$ cat src/rtl/sod_update_receiver.sv
// Receive side of the 4-channel send-on-delta link: rebuilds channel values,
// flags channels that have gone quiet, and queues update events for a consumer.
module sod_update_receiver #(
  parameter int DATA_W       = 8,
  parameter int STALE_CYCLES = 1000,
  parameter int FIFO_DEPTH   = 4
) (
  input  logic              clk,
  input  logic              rst_n,
  input  logic              upd_valid,
  input  logic [1:0]        upd_ch,
  input  logic [DATA_W-1:0] upd_data,
  input  logic [1:0]        rd_ch,
  output logic [DATA_W-1:0] rd_data,
  output logic              rd_stale,
  output logic [3:0]        stale_mask,
  output logic              evt_valid,
  output logic [1:0]        evt_ch,
  output logic [DATA_W-1:0] evt_data,
  input  logic              evt_ready,
  output logic              evt_overflow
);

  localparam int PW = $clog2(FIFO_DEPTH);
  localparam int CW = PW + 1;
  localparam int EW = DATA_W + 2;
  localparam logic [15:0] STALE_TC = 16'(STALE_CYCLES - 1);

  logic [DATA_W-1:0] value_q [4];
  logic [DATA_W-1:0] value_d [4];
  logic [15:0]       timer_q [4];
  logic [15:0]       timer_d [4];
  logic [3:0]        stale_q, stale_d;
  logic [DATA_W-1:0] rd_data_q, rd_data_d;
  logic              rd_stale_q, rd_stale_d;

  logic [EW-1:0]     mem_q [FIFO_DEPTH];
  logic [EW-1:0]     mem_d [FIFO_DEPTH];
  logic [PW-1:0]     wptr_q, wptr_d, rptr_q, rptr_d;
  logic [CW-1:0]     count_q, count_d;
  logic              ovf_q, ovf_d;

  logic              fifo_full, fifo_pop, fifo_push;
  logic [EW-1:0]     head;

  always_comb begin
    value_d = value_q;
    timer_d = timer_q;
    stale_d = stale_q;
    for (int i = 0; i < 4; i++) begin
      if (upd_valid && (upd_ch == 2'(i))) begin
        value_d[i] = upd_data;
        timer_d[i] = '0;
        stale_d[i] = 1'b0;
      end else if (!stale_q[i]) begin
        // Timer holds at terminal count once the channel goes stale.
        if (timer_q[i] == STALE_TC) stale_d[i] = 1'b1;
        else                        timer_d[i] = timer_q[i] + 16'd1;
      end
    end
    rd_data_d  = value_q[rd_ch];
    rd_stale_d = stale_q[rd_ch];
  end

  always_comb begin
    fifo_full = (count_q == CW'(FIFO_DEPTH));
    fifo_pop  = (count_q != '0) && evt_ready;
    // A pop frees the slot in the same cycle, so a full FIFO still accepts.
    fifo_push = upd_valid && (!fifo_full || fifo_pop);
    mem_d     = mem_q;
    wptr_d    = wptr_q;
    rptr_d    = rptr_q;
    count_d   = count_q;
    ovf_d     = ovf_q | (upd_valid && fifo_full && !fifo_pop);
    if (fifo_push) begin
      mem_d[wptr_q] = {upd_ch, upd_data};
      wptr_d        = wptr_q + PW'(1);
    end
    if (fifo_pop) rptr_d = rptr_q + PW'(1);
    case ({fifo_push, fifo_pop})
      2'b10:   count_d = count_q + CW'(1);
      2'b01:   count_d = count_q - CW'(1);
      default: count_d = count_q;
    endcase
  end

  always_ff @(posedge clk) begin
    if (rst_n) begin
      value_q    <= '{default: '0};
      timer_q    <= '{default: '0};
      stale_q    <= 4'b1111;
      rd_data_q  <= '0;
      rd_stale_q <= 1'b1;
      mem_q      <= '{default: '0};
      wptr_q     <= '0;
      rptr_q     <= '0;
      count_q    <= '0;
      ovf_q      <= 1'b0;
    end else begin
      value_q    <= value_d;
      timer_q    <= timer_d;
      stale_q    <= stale_d;
      rd_data_q  <= rd_data_d;
      rd_stale_q <= rd_stale_d;
      mem_q      <= mem_d;
      wptr_q     <= wptr_d;
      rptr_q     <= rptr_d;
      count_q    <= count_d;
      ovf_q      <= ovf_d;
    end
  end

  assign head         = mem_q[rptr_q];
  assign evt_valid    = (count_q != '0);
  assign evt_ch       = evt_valid ? head[EW-1:DATA_W] : 2'b00;
  assign evt_data     = evt_valid ? head[DATA_W-1:0] : '0;
  assign evt_overflow = ovf_q;
  assign rd_data      = rd_data_q;
  assign rd_stale     = rd_stale_q;
  assign stale_mask   = stale_q;

endmodule
$ cat config.mk
export PLATFORM = sky130hd
export DESIGN_NAME = sod_update_receiver
export DESIGN_NICKNAME = d
export VERILOG_FILES = /design/src/rtl/sod_update_receiver.sv
export SDC_FILE = /design/constraint.sdc
export NUM_CORES = 1
export LEC_CHECK = 0
export CORE_MARGIN = 2
export CORE_UTILIZATION = 23
export CTS_BUF_LIST = sky130_fd_sc_hd__clkbuf_4 sky130_fd_sc_hd__clkbuf_8
export CTS_CLUSTER_DIAMETER = 150
export DETAILED_ROUTE_END_ITERATION = 10
export GPL_TIMING_DRIVEN = 0
export HOLD_SLACK_MARGIN = 0.06
export PLACE_DENSITY = 0.35
export SYNTH_ARGS = -nofsm -noshare
export SYNTH_HDL_FRONTEND = slang
export SYNTH_SLANG_ARGS = --single-unit
$ cat constraint.sdc
create_clock -name clk -period 6 [get_ports clk]
set_input_delay 1.2 -clock clk [delete_from_list [all_inputs] [get_ports clk]]
set_output_delay 1.2 -clock clk [all_outputs]
set_load 0.02 [all_outputs]
==> flow_results.org <==
** Outcome
- Status :: finished, final reports clean

** Clocking
- The clock net in this run drives a total of 157 sinks.
- The clock passes through at most 2 buffers.
- Buffers inserted to repair hold after CTS numbered 0.
- Worst-Skew Late Latency :: about 0.45 ns
- Number of buffers added by the clock tree synthesis step :: 17
- Clock tree synthesis selected as its root buffer the cell sky130_fd_sc_hd__clkbuf_8.
- Clock transition at the register clock pins on the worst setup and hold paths after CTS :: 0.10 ns
- TritonCTS built the clock tree.
- In this run the number of H-tree levels came out at 4.
- Number of resized instances in the post-cts repair step :: 0
- Post-CTS Setup Bufs :: 0

** Synth
- Summing the areas of all fa, ha and maj instances in the mapped netlist gives 1.91% of the synthesized area.
- Post-Syn Nets :: 773
- A synthesized cell averages 9.30 um^2.
- Fraction of the mapped netlist area in compound gates :: 7.53%
- Counting flops with an async set or reset pin after synthesis yields a share of 0%.
- The cell count after synthesis came out at 747.
- Synth Flop Type :: sky130_fd_sc_hd__dfxtp_1
- For this run, the register share of the synthesized area comes to 45.3%.
- Multiplexer cells account for 13.1% of the synthesized area.
- Of the total synthesized cell area, the portion taken by XOR and XNOR cells is 5.05%.
- Combinational family with the most area after synthesis :: simple AND/OR/NAND/NOR gates
- EDFF count, synth :: 0
- Simple-Gate Fraction of Synth Area :: 23.6%
- Post-synthesis sequential element count :: 157
- Number of distinct library cells after synthesis :: 48
- After synthesis, the cell types taking the most area are sky130_fd_sc_hd__dfxtp_1, sky130_fd_sc_hd__mux2i_1, sky130_fd_sc_hd__mux4_2.
- Yosys printed 0 warnings.
- Most area-hungry cell type in the Yosys netlist :: sky130_fd_sc_hd__dfxtp_1
- After synthesis the cells add up to 6940 um^2.
- Area share of the largest cell type after synthesis :: 45.3%

** Floorplanning
- Placeable core region :: 29700 um^2
- X dimension of the die :: 178 um
- Die outline height :: 178 um
- Row count :: 63
- 41 I/O pins were placed.
- Effective utilization at floorplan :: 23.4%
- The die covers 31600 um^2.

** Finish
- The final layout contains between 800 and 900 nets.
- Number of standard cells in the layout, taps in and fillers out :: 1199
- Area overhead of the layout relative to synthesis :: 17.3%
- Total of fill cells in the finished design :: 3148
- Final design area excluding fillers :: 8150 um^2
- Of the cells placed in the final design, the portion with a size suffix greater than 1 is 7.92%.

** Place
- Gp weighted congestion :: 0.680
- Detail Placement HPWL :: 12.6 mm
- Worst-case setup slack after placement :: 2.17 ns
- Summing all placed instances gives a cell area of 7730 um^2.
- Port buffer count :: 30
- Once placement completed, the tool counted placed cells totaling between 1000 and 1500.

** Setup path
- In this run the worst path has a maximum fanout of 10.
- The critical path in this run is classified as reg -> out.
- At the worst endpoint, the required time is 4.80 ns.
- Kind of start point of the critical path :: flip-flop
- Data arrival at the endpoint of the critical path :: 2.57 ns
- The worst register-to-register path has a setup slack of 3.46 ns.
- STA classifies the critical path endpoint as an output pin.

** Global route
- The first global-routing pass estimated approximately 29 mm of wire.
- Antenna violations before repair :: 1
- Largest net degree at the start of global routing :: 17
- Global route total overflow :: 0
- Number of global-route vias before repair :: about 5200
- Global-route total usage across every layer :: 12.2%

** Detailed routing
- After detailed routing, the number of vias per cell comes to 4.42.
- Vias :: 5294
- In this run the remaining antenna-violating nets after routing total 0.
- 1st-pass router iterations :: 4
- For this block, the initial DRC count from the detailed router was 237.
- Dividing the detail-routed wire length by the instance count gives 15.2 um.
- Final wirelength :: 18.2 mm
- Remaining routing DRC violations :: 0

** Timing
- Slew Limit Fails :: 0
- F_max :: 265 MHz
- Slew HR :: 50.0%
- Setup total negative slack on the finished layout was measured at 0 ns.
- Final clock skew :: 0.0158 ns
- Setup slack closes at 2.23 ns.
- Transition time of the tightest slew-check pin :: between 0.7 and 0.8 ns
- Final clock period utilization by the worst path :: between 60 and 70%
- Hold timing on the final database bottoms out at a slack of 0.457 ns.
- Setup repair after global routing left no endpoint under its margin.
- Minimum clock period after layout :: around 3.8 ns
- Setup violations remaining at the end of the flow were counted as 0.
- Number of hold violations in the final report :: 0

** Power and ir drop
- VDD sags by at most 0.142 mV.
- Leakage component of the power :: 2.93 nW
- Dividing total power by cell area gives a power density of 283 nW/um^2.

** Min path
- Type of the most critical hold path :: reg -> reg

** Run
- Across the run, the number of max-cap violations was 0.
==> stage by stage <==
stage / utilization (%) / power [mW]
after global routing: 27.4 / 2.43
final: 27.4 / 2.30
after global placement: 26.0 / 1.49
after detailed placement: 26.0 / 1.49
after CTS: 27.4 / 2.36
after floorplan: - / 1.37
==> flip-flops by register name (all words and copies together) (netlist names) <==
register	count
stale_mask	4
evt_overflow	1
count_q	3
rd_data	8
wptr_q	2
mem_q	40
value_q	32
rptr_q	2
timer_q	64
rd_stale	1
==> final timing paths <==
kind	depth (start not counted)	end	startpoint
max	4	evt_data[4]	rptr_q[0]$_SDFFE_PP0P_
min	2	value_q[0]$_SDFFE_PP0P_	value_q[0]$_SDFFE_PP0P_
max reg2reg	9	count_q[2]$_SDFFE_PP0P_	count_q[0]$_SDFFE_PP0P_
min reg2reg	2	value_q[0]$_SDFFE_PP0P_	value_q[0]$_SDFFE_PP0P_
==> routing by layer <==
| layer | share of wire [%] | wire length (um) | vias up | GRT usage [%] |
|---|---|---|---|---|
| li1 | - | - | 2715 | - |
| met1 | 49 | 8890 | 2502 | 16.3 |
| met5 | 0 | 0 | - | 0 |
| met3 | 3.6 | 648 | 14 | 2.83 |
| met2 | 47 | 8520 | 63 | 19.6 |
| met4 | 0.99 | 180 | 0 | 3.28 |
==> power breakdown <==
part           internal, mW  leakage (nW)  switching [mW]
logic                 0.148          1.45           0.195
registers              1.08          1.27          0.0285
clock network         0.435         0.206           0.413
==> layout by cell type (no fill, tap or decap), drive strengths merged, types with 9 or more instances in the layout <==
cell           instances
dfxtp                157
nor2                  97
nand2                 79
clkbuf                56
mux2i                 48
a21oi                 47
clkdlybuf4s50         30
xnor2                 29
nand3                 27
mux4                  19
o21ai                 18
nand4                 17
or3                   17
inv                   15
and2                  13
nor4                  13
xor2                  11
nor3                  10
ha                     9
buf                    9
==> worst max-delay path: stages, from the launching register on <==
cell and delay [ns]:
sky130_fd_sc_hd__dfxtp_1 0.40, sky130_fd_sc_hd__buf_1 0.59, sky130_fd_sc_hd__mux4_2 0.42, sky130_fd_sc_hd__and2_1 0.17, sky130_fd_sc_hd__clkdlybuf4s50_1 0.53
==> synth_stat cells (3+ instances only) <==
cell,n
sky130_fd_sc_hd__inv_1,15
sky130_fd_sc_hd__nor4_1,13
sky130_fd_sc_hd__nand2b_1,3
sky130_fd_sc_hd__ha_1,9
sky130_fd_sc_hd__and4b_1,4
sky130_fd_sc_hd__mux4_2,19
sky130_fd_sc_hd__and4_1,4
sky130_fd_sc_hd__nand2_1,79
sky130_fd_sc_hd__a21oi_1,47
sky130_fd_sc_hd__nor2b_1,8
sky130_fd_sc_hd__o21bai_1,4
sky130_fd_sc_hd__nand4_1,17
sky130_fd_sc_hd__or4_1,7
sky130_fd_sc_hd__nand3b_1,5
sky130_fd_sc_hd__nor3_1,10
sky130_fd_sc_hd__and2_1,13
sky130_fd_sc_hd__nor2_1,97
sky130_fd_sc_hd__buf_4,4
sky130_fd_sc_hd__nand3_1,27
sky130_fd_sc_hd__nor4b_1,4
sky130_fd_sc_hd__o21ai_0,18
sky130_fd_sc_hd__or2_2,4
sky130_fd_sc_hd__mux2i_1,48
sky130_fd_sc_hd__nand4b_1,7
sky130_fd_sc_hd__dfxtp_1,157
sky130_fd_sc_hd__xnor2_1,29
sky130_fd_sc_hd__or3_1,17
sky130_fd_sc_hd__clkbuf_1,35
sky130_fd_sc_hd__xor2_1,11
sky130_fd_sc_hd__nor3b_1,4
==> cell type report <==
cell class	instances	area, um^2	share of cell area [%]
Multi-Input combinational cell	531	3550	43.6
Sequential cell	157	3140	38.6
Tap cell	390	488	5.99
Timing Repair Buffer	30	300	3.69
Clock buffer	21	270	3.32
Buffer	44	190	2.33
Clock inverter	10	141	1.74
Inverter	15	56.3	0.691
Antenna cell	1	2.50	0.0307
==> kinds of logic (layout without fill, tap and decap cells) <==
kind of cell / after synthesis / count (layout)
AOI/OAI and AO/OA: 87 / 87
other: 0 / 1
and+or+nand+nor: 327 / 327
buffers and inverters: 59 / 120
DFF: 157 / 157
muxes: 67 / 67
adders and majority gates: 10 / 10
xor gates and xnor gates: 40 / 40
No activity file was read; power rests on OpenSTA's default activity.
